File: config.mk
export PLATFORM = sky130hd
export DESIGN_NAME = m_mem_arb2
export DESIGN_NICKNAME = d
export VERILOG_FILES = /design/src/rtl/mem_arb_pkg.sv /design/src/rtl/m_rr_pick2.sv /design/src/rtl/m_mem_arb2.sv
export SDC_FILE = /design/constraint.sdc
export NUM_CORES = 1
export LEC_CHECK = 0
export BUFFER_PORTS_ARGS = -buffer_cell sky130_fd_sc_hd__buf_2
export CAP_MARGIN = 20
export CORE_AREA = 4 4 117 119
export DETAILED_ROUTE_END_ITERATION = 8
export DIE_AREA = 0 0 121 123
export SYNTH_ARGS = -nofsm -noshare
export SYNTH_HDL_FRONTEND = slang
export SYNTH_HIERARCHICAL = 1
export SYNTH_SLANG_ARGS = --single-unit
File: constraint.sdc
create_clock -name w_clk -period 3.53 [get_ports w_clk]
set_input_delay 0.706 -clock w_clk [delete_from_list [all_inputs] [get_ports w_clk]]
set_output_delay 0.706 -clock w_clk [all_outputs]
set_load 0.02 [all_outputs]
File: src/rtl/mem_arb_pkg.sv
// Shared constants for the two-port unified-memory arbiter.
// The state codes are fixed so that existing debug tooling keeps decoding them.
package mem_arb_pkg;

    localparam logic [1:0] S_IDLE = 2'd0;
    localparam logic [1:0] S_ACC  = 2'd1;
    localparam logic [1:0] S_RSP  = 2'd2;

    localparam logic P_FETCH = 1'b0;
    localparam logic P_DATA  = 1'b1;

endpackage

File: src/rtl/m_rr_pick2.sv
// Combinational two-way round-robin picker.
// On a tie, the port that did not win last time is chosen.
module m_rr_pick2
    import mem_arb_pkg::*;
(
    input  logic [1:0] req,
    input  logic       last,
    output logic       valid,
    output logic       pick
);

    assign valid = |req;
    assign pick  = (&req) ? ~last : (req[P_DATA] ? P_DATA : P_FETCH);

endmodule

File: src/rtl/m_mem_arb2.sv
// Fetch/load-store arbiter that sequences one synchronous-read word memory.
// Each transaction runs IDLE -> ACC -> RSP, giving one access every three cycles.
module m_mem_arb2
    import mem_arb_pkg::*;
#(
    parameter int ADDR_W = 11,
    parameter int DATA_W = 32
) (
    input  logic              w_clk,
    input  logic              w_rst,
    input  logic              w_req0,
    input  logic              w_req1,
    input  logic [ADDR_W-1:0] w_addr0,
    input  logic [ADDR_W-1:0] w_addr1,
    input  logic              w_we0,
    input  logic              w_we1,
    input  logic [DATA_W-1:0] w_wdata0,
    input  logic [DATA_W-1:0] w_wdata1,
    output logic              r_gnt0,
    output logic              r_gnt1,
    output logic              r_ack0,
    output logic              r_ack1,
    output logic [DATA_W-1:0] r_rdata,
    output logic [ADDR_W-1:0] w_maddr,
    output logic              w_mwe,
    output logic [DATA_W-1:0] w_mdin,
    input  logic [DATA_W-1:0] w_mdout
);

    logic [1:0]        r_state;
    logic [ADDR_W-1:0] r_addr;
    logic              r_we;
    logic [DATA_W-1:0] r_wdata;
    logic              r_own;
    logic              r_last;

    logic              pk_valid;
    logic              pk_pick;
    logic [ADDR_W-1:0] sel_addr;
    logic              sel_we;
    logic [DATA_W-1:0] sel_wdata;

    m_rr_pick2 u_pick (
        .req   ({w_req1, w_req0}),
        .last  (r_last),
        .valid (pk_valid),
        .pick  (pk_pick)
    );

    assign sel_addr  = (pk_pick == P_DATA) ? w_addr1  : w_addr0;
    assign sel_we    = (pk_pick == P_DATA) ? w_we1    : w_we0;
    assign sel_wdata = (pk_pick == P_DATA) ? w_wdata1 : w_wdata0;

    always_ff @(posedge w_clk or posedge w_rst) begin
        if (w_rst) begin
            r_state <= S_IDLE;
            r_addr  <= '0;
            r_we    <= 1'b0;
            r_wdata <= '0;
            r_own   <= P_FETCH;
            r_last  <= P_DATA;
            r_gnt0  <= 1'b0;
            r_gnt1  <= 1'b0;
            r_ack0  <= 1'b0;
            r_ack1  <= 1'b0;
            r_rdata <= '0;
        end else begin
            r_gnt0 <= 1'b0;
            r_gnt1 <= 1'b0;
            r_ack0 <= 1'b0;
            r_ack1 <= 1'b0;
            case (r_state)
                S_IDLE: begin
                    if (pk_valid) begin
                        r_state <= S_ACC;
                        r_addr  <= sel_addr;
                        r_we    <= sel_we;
                        r_wdata <= sel_wdata;
                        r_own   <= pk_pick;
                        r_last  <= pk_pick;
                        r_gnt0  <= (pk_pick == P_FETCH);
                        r_gnt1  <= (pk_pick == P_DATA);
                    end
                end
                S_ACC: r_state <= S_RSP;
                // Memory output is valid here, one cycle after the address was sampled.
                S_RSP: begin
                    r_state <= S_IDLE;
                    r_rdata <= w_mdout;
                    r_ack0  <= (r_own == P_FETCH);
                    r_ack1  <= (r_own == P_DATA);
                end
                default: r_state <= S_IDLE;
            endcase
        end
    end

    assign w_maddr = r_addr;
    assign w_mdin  = r_wdata;
    // Decoded from the state register so an async reset kills a pending write at once.
    assign w_mwe   = (r_state == S_ACC) & r_we;

endmodule

# [Word level (Yosys, flattened, before mapping)]
# Cells that the tools add are included.
# W data, S select, Z words.
[word_totals] regBits=84 output_inout_bits=80
[classes] bitwise=4 n_eq_ne=3 n_mux=13 reduce_logical=4
[ops] op="$mux W32" n=1
[ops] op="$mux W11" n=1
[ops] op="$mux W1" n=9
[ops] op="$pmux W2 S2" n=1
[ops] op="$reduce_and A2 Y1" n=2
[ops] op="$not A1 Y1" n=3
[ops] op="$eq A2 B1 Y1 const B" n=1
[ops] op="$eq A2 B2 Y1 const B" n=1
[ops] op="$logic_not A2 Y1" n=1
[ops] op="$mux W2" n=1
[ops] op="$ne A2 B2 Y1 const B" n=1
[ops] op="$reduce_or A2 Y1" n=1
[ops] op="$and A1 B1 Y1" n=1

# [Depth between registers and ports, before layout]
# Gate-level depths: netlist of run 1.
[depth] ltp_word=5 depth_mapped=5

# [Cells and area by module]
# The synthesis of run 1 kept the hierarchy.
[modules_own_cells] mod="m_mem_arb2" instances=1 area_each_um2=3708.6 cells_each=230
[modules_own_cells] mod="m_rr_pick2" instances=1 area_each_um2=13.8 cells_each=2

# [Least setup slack after synthesis of run 1]
# OpenSTA, ideal clock, no wires.
[synth_path] path_type="input to register" from="input w_req1" to="register r_wdata[21] (netlist: w_mdin[21])" cell_stages=5 path_buffers=2 t_arrival_ps=1803 path_slack_ps=1602 setup_time_ps=125 cell_sequence="a21boi_1 > buf_6 > buf_6 > mux2_4 > mux2_2"
[synth_between] elab_chain_len=3 elab_cells_between_ends=6 classes_between="3 x mux; 3 x reduce/logical"
[synth_lines] item="start, declared" line_no="m_mem_arb2.sv:12" rtl="input logic w_req1,"
[synth_lines] item="$mux W1 or $reduce_and A2 Y1 (tied branches)" line_no="m_rr_pick2.sv:13" rtl="assign pick = (&req) ? ~last : (req[P_DATA] ? P_DATA : P_FETCH);"
[synth_lines] item="$mux W1" line_no="m_rr_pick2.sv:13"
[synth_lines] item="$mux W32" line_no="m_mem_arb2.sv:52" rtl="assign sel_wdata = (pk_pick == P_DATA) ? w_wdata1 : w_wdata0;"
[synth_lines] item="end signal, assigned" line_no="m_mem_arb2.sv:78" rtl="r_wdata <= sel_wdata;"
[synth_lines] item="end, declared" line_no="m_mem_arb2.sv:33" rtl="logic [DATA_W-1:0] r_wdata;"
# Several ways; a longest one is shown, not always the timed one.
# A chain may end at the register's enable or synchronous reset.

# [Worst setup path after layout of run 1]
[layout_path] from="register r_state[1]" to="output w_mwe"
[layout_between] elab_chain_len=2
[layout_lines] item="start, declared" line_no="m_mem_arb2.sv:30" rtl="logic [1:0] r_state;"
[layout_lines] item="start signal, assigned" line_no="m_mem_arb2.sv:56" rtl="r_state <= S_IDLE;"
[layout_lines] item="start signal, assigned" line_no="m_mem_arb2.sv:75" rtl="r_state <= S_ACC;"
[layout_lines] item="start signal, assigned" line_no="m_mem_arb2.sv:85" rtl="S_ACC: r_state <= S_RSP;"
[layout_lines] item="$eq A2 B1 Y1" line_no="m_mem_arb2.sv:101" rtl="assign w_mwe = (r_state == S_ACC) & r_we;"
[layout_lines] item="$and A1 B1 Y1" line_no="m_mem_arb2.sv:101"
[layout_lines] item="end, declared" line_no="m_mem_arb2.sv:25" rtl="output logic w_mwe,"
# Every way passes these cells.

==> results of run 1 <==
## cell type report
cell class / count / area, um2 / share of cell area
inverters: 2 / 8.758 / 0.001675
well taps: 172 / 215.2 / 0.04117
flip-flops and latches: 84 / 2103 / 0.4023
clock buffers: 13 / 240.2 / 0.04595
repair buffers: 208 / 1066 / 0.2039
clock inverters: 2 / 60.06 / 0.01149
multi-input cells: 132 / 1534 / 0.2934
## final timing paths
check	end	startpoint
setup / recovery	w_mwe	r_state[1]
hold / removal	r_ack0	r_own
setup reg to reg	w_mdin[7]	r_last
hold reg to reg	r_ack0	r_own
max in group asynchronous	w_maddr[1]	w_rst
min in group asynchronous	r_rdata[30]	w_rst
## state kept, by name (all words and copies together), names as in the netlist
name and count:
r_gnt0 1, w_maddr 11, r_gnt1 1, r_own 1, r_rdata 32, r_last 1, r_we 1, w_mdin 32
r_state 2, r_ack0 1, r_ack1 1
## metal layers
layer | track usage | part of all wire
met1 | 0.1344 | 0.38
met2 | 0.2011 | 0.51
met3 | 0.03797 | 0.083
met4 | 0.06657 | 0.025
met5 | 0 | 0
## synthesized netlist by cell type (all sizes together)
cell type,number,area [um2]
nor2b,2,12.51
nor3b,1,12.51
buf,14,97.59
mux2,122,1449
nor2,2,7.510
dfrtp,83,2077
and2,2,12.51
dfstp,1,26.28
inv,2,7.510
nand2b,1,6.260
a21boi,1,7.510
or2,1,6.260
## worst reg2reg max path, cell delays in order (launching register included)
cell and delay, ns:
dfstp_2 0.38, a21boi_4 0.31, buf_12 0.32, mux2_2 0.39
mux2_2 0.26
## cells in the final DEF (no fill, tap or decap)
master	count
nor2b_1	2
or2_1	1
mux2_4	20
clkbuf_1	4
a21boi_4	1
dfstp_2	1
nor3b_4	1
clkbuf_16	9
clkinv_2	1
inv_1	1
buf_12	1
nor2_1	2
and2_1	2
bufinv_16	2
dfrtp_1	83
nand2b_2	1
buf_4	4
buf_2	203
mux2_2	102
## through the flow
stage | std cells | util | total power, uW | worst slack [ns]
2_1_floorplan | 232 | - | 3219 | 0.6605
3_3_place_gp | 598 | 0.3920 | 3899 | 1.313
3_5_place_dp | 598 | 0.3920 | 3947 | 1.281
4_1_cts | 613 | 0.4159 | 4950 | 1.567
5_1_grt | 613 | 0.4159 | 5172 | 1.515
6_report | 613 | 0.4159 | 4846 | 1.613
## power by group through the flow
| stage | clock network, uW | registers, uW | logic (uW) |
|---|---|---|---|
| after floorplan | 0 | 2270 | 951 |
| after global placement | 0 | 1700 | 2200 |
| after detailed placement | 0 | 1720 | 2230 |
| after CTS | 1010 | 1710 | 2230 |
| after global routing | 1050 | 1770 | 2360 |
| final | 963 | 1700 | 2190 |
## logic make-up (layout without fill, tap and decap cells)
kind of cell           count (synthesis)  after routing
DFF                                   84             84
and+or+nand+nor                        9              9
buffers and inverters                 16            225
muxes                                122            122
AOI/OAI and AO/OA                      1              1
==> impl_metrics.csv, run 1 <==
group,metric,value,unit
die,core_region_area,12570,um2
hold_path,min_delay_path_depth,1,
clock_tree,ctsHoldBuffers,0,
global_routing,antenna_found_initial,0,
timing,worst_hold_slack,0.4511,ns
logic_synthesis,synthSimpleGateAreaFrac,0.01546,
job,drv_cap,0,
clock_tree,cts_buffers,9,
critical_path,slowest_stage,"dfrtp_1",
routing,ant_nets,0,
power_and_ir_drop,comb_power_share,0.451,
routing,drcViolationCount,0,
clock_tree,clock_path_buffers,2,
power_and_ir_drop,p_leak,0.002566,uW
power_and_ir_drop,ir_worst_vdd,0.3797,mV
clock_tree,cts_setup_buffers,0,
critical_path,setup.worst_path.start_class,"register",
logic_synthesis,syn_nets,356,
logic_synthesis,synth_mux_area_frac,0.3892,
timing,fmax,0.5215,GHz
die,pin_count,204,
placed_design,numPortBuffers,203,
logic_synthesis,seq_area_frac_synth,0.5650,
timing,timing.final.crit_share,0.5432,
timing,setup_viol,0,
logic_synthesis,synth_cell_types,15,
logic_synthesis,yosysWarnings,6,
clock_tree,cts_tree,"yes",
timing,rsz0062_at_grt,"no",
global_routing,grt_max_degree,43,
logic_synthesis,synth-compound-area-share,0.002017,
routing,drt_pass1_iterations,3,
die,start_util,0.2962,
logic_synthesis,synthXorXnorAreaFrac,0,
die,rows,41,
logic_synthesis,postSynthCellCount,232,
critical_path,crit_family,"flip-flops",
logic_synthesis,synth_top_family_by_area,"multiplexers",
routing,viasPerCell,4.259,
timing,finalHoldViolCount,0,
placed_design,dp_hpwl,6705,um
clock_tree,h-tree-depth,3,
global_routing,grt_pass1_vias,2804,
clock_tree,cts_sinks,84,
timing,final_max_slew_viol_count,0,
routing,routed_wl,8824,um
layout,finish.instance_area,5228,um2
critical_path,worstPathCellList,"nor2b_1, and2_1, buf_2",
die,die_h,123,um
outcome,outcome,"finished, final reports clean",
clock_tree,cts_repair_resize_count,0,
timing,maxSlewHeadroom,0.4421,
critical_path,path_depth,3,
logic_synthesis,synth_adder_area_share,0,
global_routing,overflow,0,
critical_path,cp_num_buf_inv,1,
routing,vias,2611,
critical_path,critical_path_required,2.82,ns
critical_path,arrival,1.21,ns
power_and_ir_drop,share_clk_of_total_power,0.199,
critical_path,slowest_delay,0.42,ns
clock_tree,clock_latency,0.33,ns
critical_path,r2r_slack,1.75,ns
timing,finalSetupTns,0,ns
layout,syn_to_final_growth,40.44,%
power_and_ir_drop,power.share.switching,0.3614,
placed_design,place_congestion,0.7210,
critical_path,worstRegToRegCells,4,
die,dieArea,14880,um2
logic_synthesis,ys_ff_latch,84,
clock_tree,clk_pin_slew,0.06,ns
power_and_ir_drop,seqPwrFrac,0.350,
critical_path,path_class,"register to primary output",
routing,drtIter0Drc,60,
timing,fin_skew,0.008530,ns
timing,worst_pin_slew,0.8369,ns
logic_synthesis,syn_area,3722,um2
layout,antenna_cells,0,
layout,fill_cells,1183,
layout,drive_above_1_share,0.7846,
logic_synthesis,syn_avg_cell_area,16.04,um2
power_and_ir_drop,power_per_cell_area,927.1,nW/um2
layout,final_nets,561,
critical_path,cp-end-kind,"primary output",
power_and_ir_drop,switchingPower,1751,uW
global_routing,grt_pass1_wl,13620,um
clock_tree,root_buffer,"clkbuf_16",
placed_design,dpl_cell_area,4927,um2
die,die_w,121,um
timing,min_period,1.917,ns
global_routing,track_usage,0.1194,
critical_path,crit_fanout,3,
power_and_ir_drop,p_int,3095,uW
routing,wl_per_cell,14.39,um
hold_path,hold_path.class,"register to register",
Power figures use the tool's default switching activity.
==> run 2, diff against run 1 <==
Clock period 3.53 ns to 2 ns, I/O delays scaled along.
==> run 2 against run 1 <==
  * First-iteration DRC count increased by 62%
  * Via count up 2.1%
  * Routed wire length fell by 0.61%
  * Flip-flop and latch count unchanged
  * Clock-buffer cell count down 1
  * Worst setup slack lost 1.2 ns
  * Critical endpoint unchanged
  * Largest cell class unchanged
==> impl_metrics.csv, run 2 (synthesis gave the netlist of run 1 again) <==
group,metric,value,unit
global_routing,track_usage,0.1199,
critical_path,arrival,1.21,ns
global_routing,grt_max_degree,49,
timing,finalHoldViolCount,0,
clock_tree,clock_latency,0.33,ns
critical_path,worstPathCellList,"nor2b_1, and2_1, buf_2",
critical_path,path_class,"register to primary output",
critical_path,critical_path_required,1.60,ns
global_routing,grt_pass1_vias,2898,
critical_path,critPathLaunch,"r_state[1]",
placed_design,place_congestion,0.6965,
timing,worst_pin_slew,0.5081,ns
routing,viasPerCell,4.326,
routing,drtIter0Drc,97,
routing,ant_nets,0,
timing,final_max_slew_viol_count,0,
placed_design,numPortBuffers,203,
layout,antenna_cells,0,
critical_path,r2r_slack,0.43,ns
clock_tree,clock_path_buffers,2,
clock_tree,cts_setup_buffers,0,
layout,post-route-util,0.4180,
critical_path,setup.worst_path.start_class,"register",
clock_tree,cts_buffers,9,
global_routing,antenna_found_initial,0,
global_routing,overflow,0,
clock_tree,cts_tree,"yes",
critical_path,worstRegToRegCells,4,
critical_path,slowest_delay,0.42,ns
power_and_ir_drop,ir_worst_vdd,0.7469,mV
power_and_ir_drop,p_leak,0.002569,uW
global_routing,use_met2,0.1994,
timing,finalSetupTns,0,ns
clock_tree,ctsHoldBuffers,0,
outcome,outcome,"finished, final reports clean",
power_and_ir_drop,power_per_cell_area,1604,nW/um2
timing,min_period,1.607,ns
routing,drcViolationCount,0,
die,start_util,0.2962,
layout,layout_commonest_cell,"buf_2",
critical_path,crit_fanout,3,
die,die_w,121,um
routing,vias,2665,
layout,drive_above_1_share,0.7905,
timing,fmax,0.6222,GHz
routing,routed_wl,8770,um
layout,syn_to_final_growth,41.14,%
clock_tree,clk_pin_slew,0.06,ns
die,dieArea,14880,um2
global_routing,grt_busiest_layer,"met2",
hold_path,hold_path.class,"input pin to async pin",
clock_tree,cts_repair_resize_count,0,
timing,fin_skew,0.006153,ns
die,die_h,123,um
clock_tree,root_buffer,"clkbuf_16",
routing,wl_per_cell,14.24,um
job,drv_cap,0,
critical_path,cp-end-kind,"primary output",
global_routing,met3_usage,0.03477,
clock_tree,h-tree-depth,3,
critical_path,worstReg2RegStart,"r_last",
layout,final_nets,563,
critical_path,r2r-end,"w_mdin[1]",
layout,final_cell_mix,"buf_2, mux2_2, dfrtp_1",
clock_tree,cts_sinks,84,
die,core_region_area,12570,um2
die,rows,41,
die,pin_count,204,
timing,timing.final.crit_share,0.8035,
timing,rsz0062_at_grt,"no",
global_routing,met1_usage,0.1405,
placed_design,dp_hpwl,6744,um
routing,drt_pass1_iterations,3,
global_routing,grt_pass1_wl,13950,um
timing,setup_viol,0,
critical_path,slowest_stage,"dfrtp_1",
timing,maxSlewHeadroom,0.6605,
[run 2: cell count changes in the layout (fill, tap and decap cells not counted), sizes merged]
cell / before / now
buf: 208 / 210
bufinv: 2 / 0
clkbuf: 13 / 12
clkinv: 1 / 2
clkinvlp: 0 / 3
[run 2: final cells by class]
| class | count | area (um2) |
|---|---|---|
| clock buffer | 12 | 246.5 |
| clock inverter | 4 | 25.02 |
| fill | 1212 | 7315 |
| inverter | 2 | 11.26 |
| multi-input combinational | 132 | 1534 |
| sequential | 84 | 2103 |
| tap | 172 | 215.2 |
| timing repair buffer | 210 | 1119 |
[run 2: how the worst max path moves through the flow]
stage | cells after the start | to | slack [ns]
floorplan | 5 | w_mdin[21] | 0.38
global placement | 5 | r_we | 0.33
detailed placement | 5 | w_maddr[8] | 0.30
CTS | 3 | w_mwe | 0.35
global route | 3 | w_mwe | 0.29
finish | 3 | w_mwe | 0.39
[run 2: worst max-delay path: cells and delay by family (launching register included)]
kind / cells / cell delay (ns)
flip-flops: 1 / 0.42
AND/OR/NAND/NOR: 2 / 0.28
buffers and inverters: 1 / 0.18
[run 2: routing by layer]
layer,vias up,part of all wire
met5,-,0
met1,1303,0.39
li1,1236,-
met4,0,0.025
met2,111,0.50
met3,15,0.079
[run 2: metrics by stage]
stage	std cells	hold slack (ns)	setup slack, ns	cell area, um2	total power, uW
after CTS	616	0.09950	0.3485	5254	8599
after floorplan	232	0.4216	0.3782	3726	5681
final	616	0.09839	0.3929	5254	8426
after detailed placement	600	0.4586	0.2984	4982	7025
after global routing	616	0.1231	0.2864	5254	8973
after global placement	600	0.4436	0.3342	4982	6940
[run 2: where the power goes]
part / switching [uW] / internal (uW)
clock: 642 / 871
sequential: 420 / 2580
combinational: 2070 / 1850
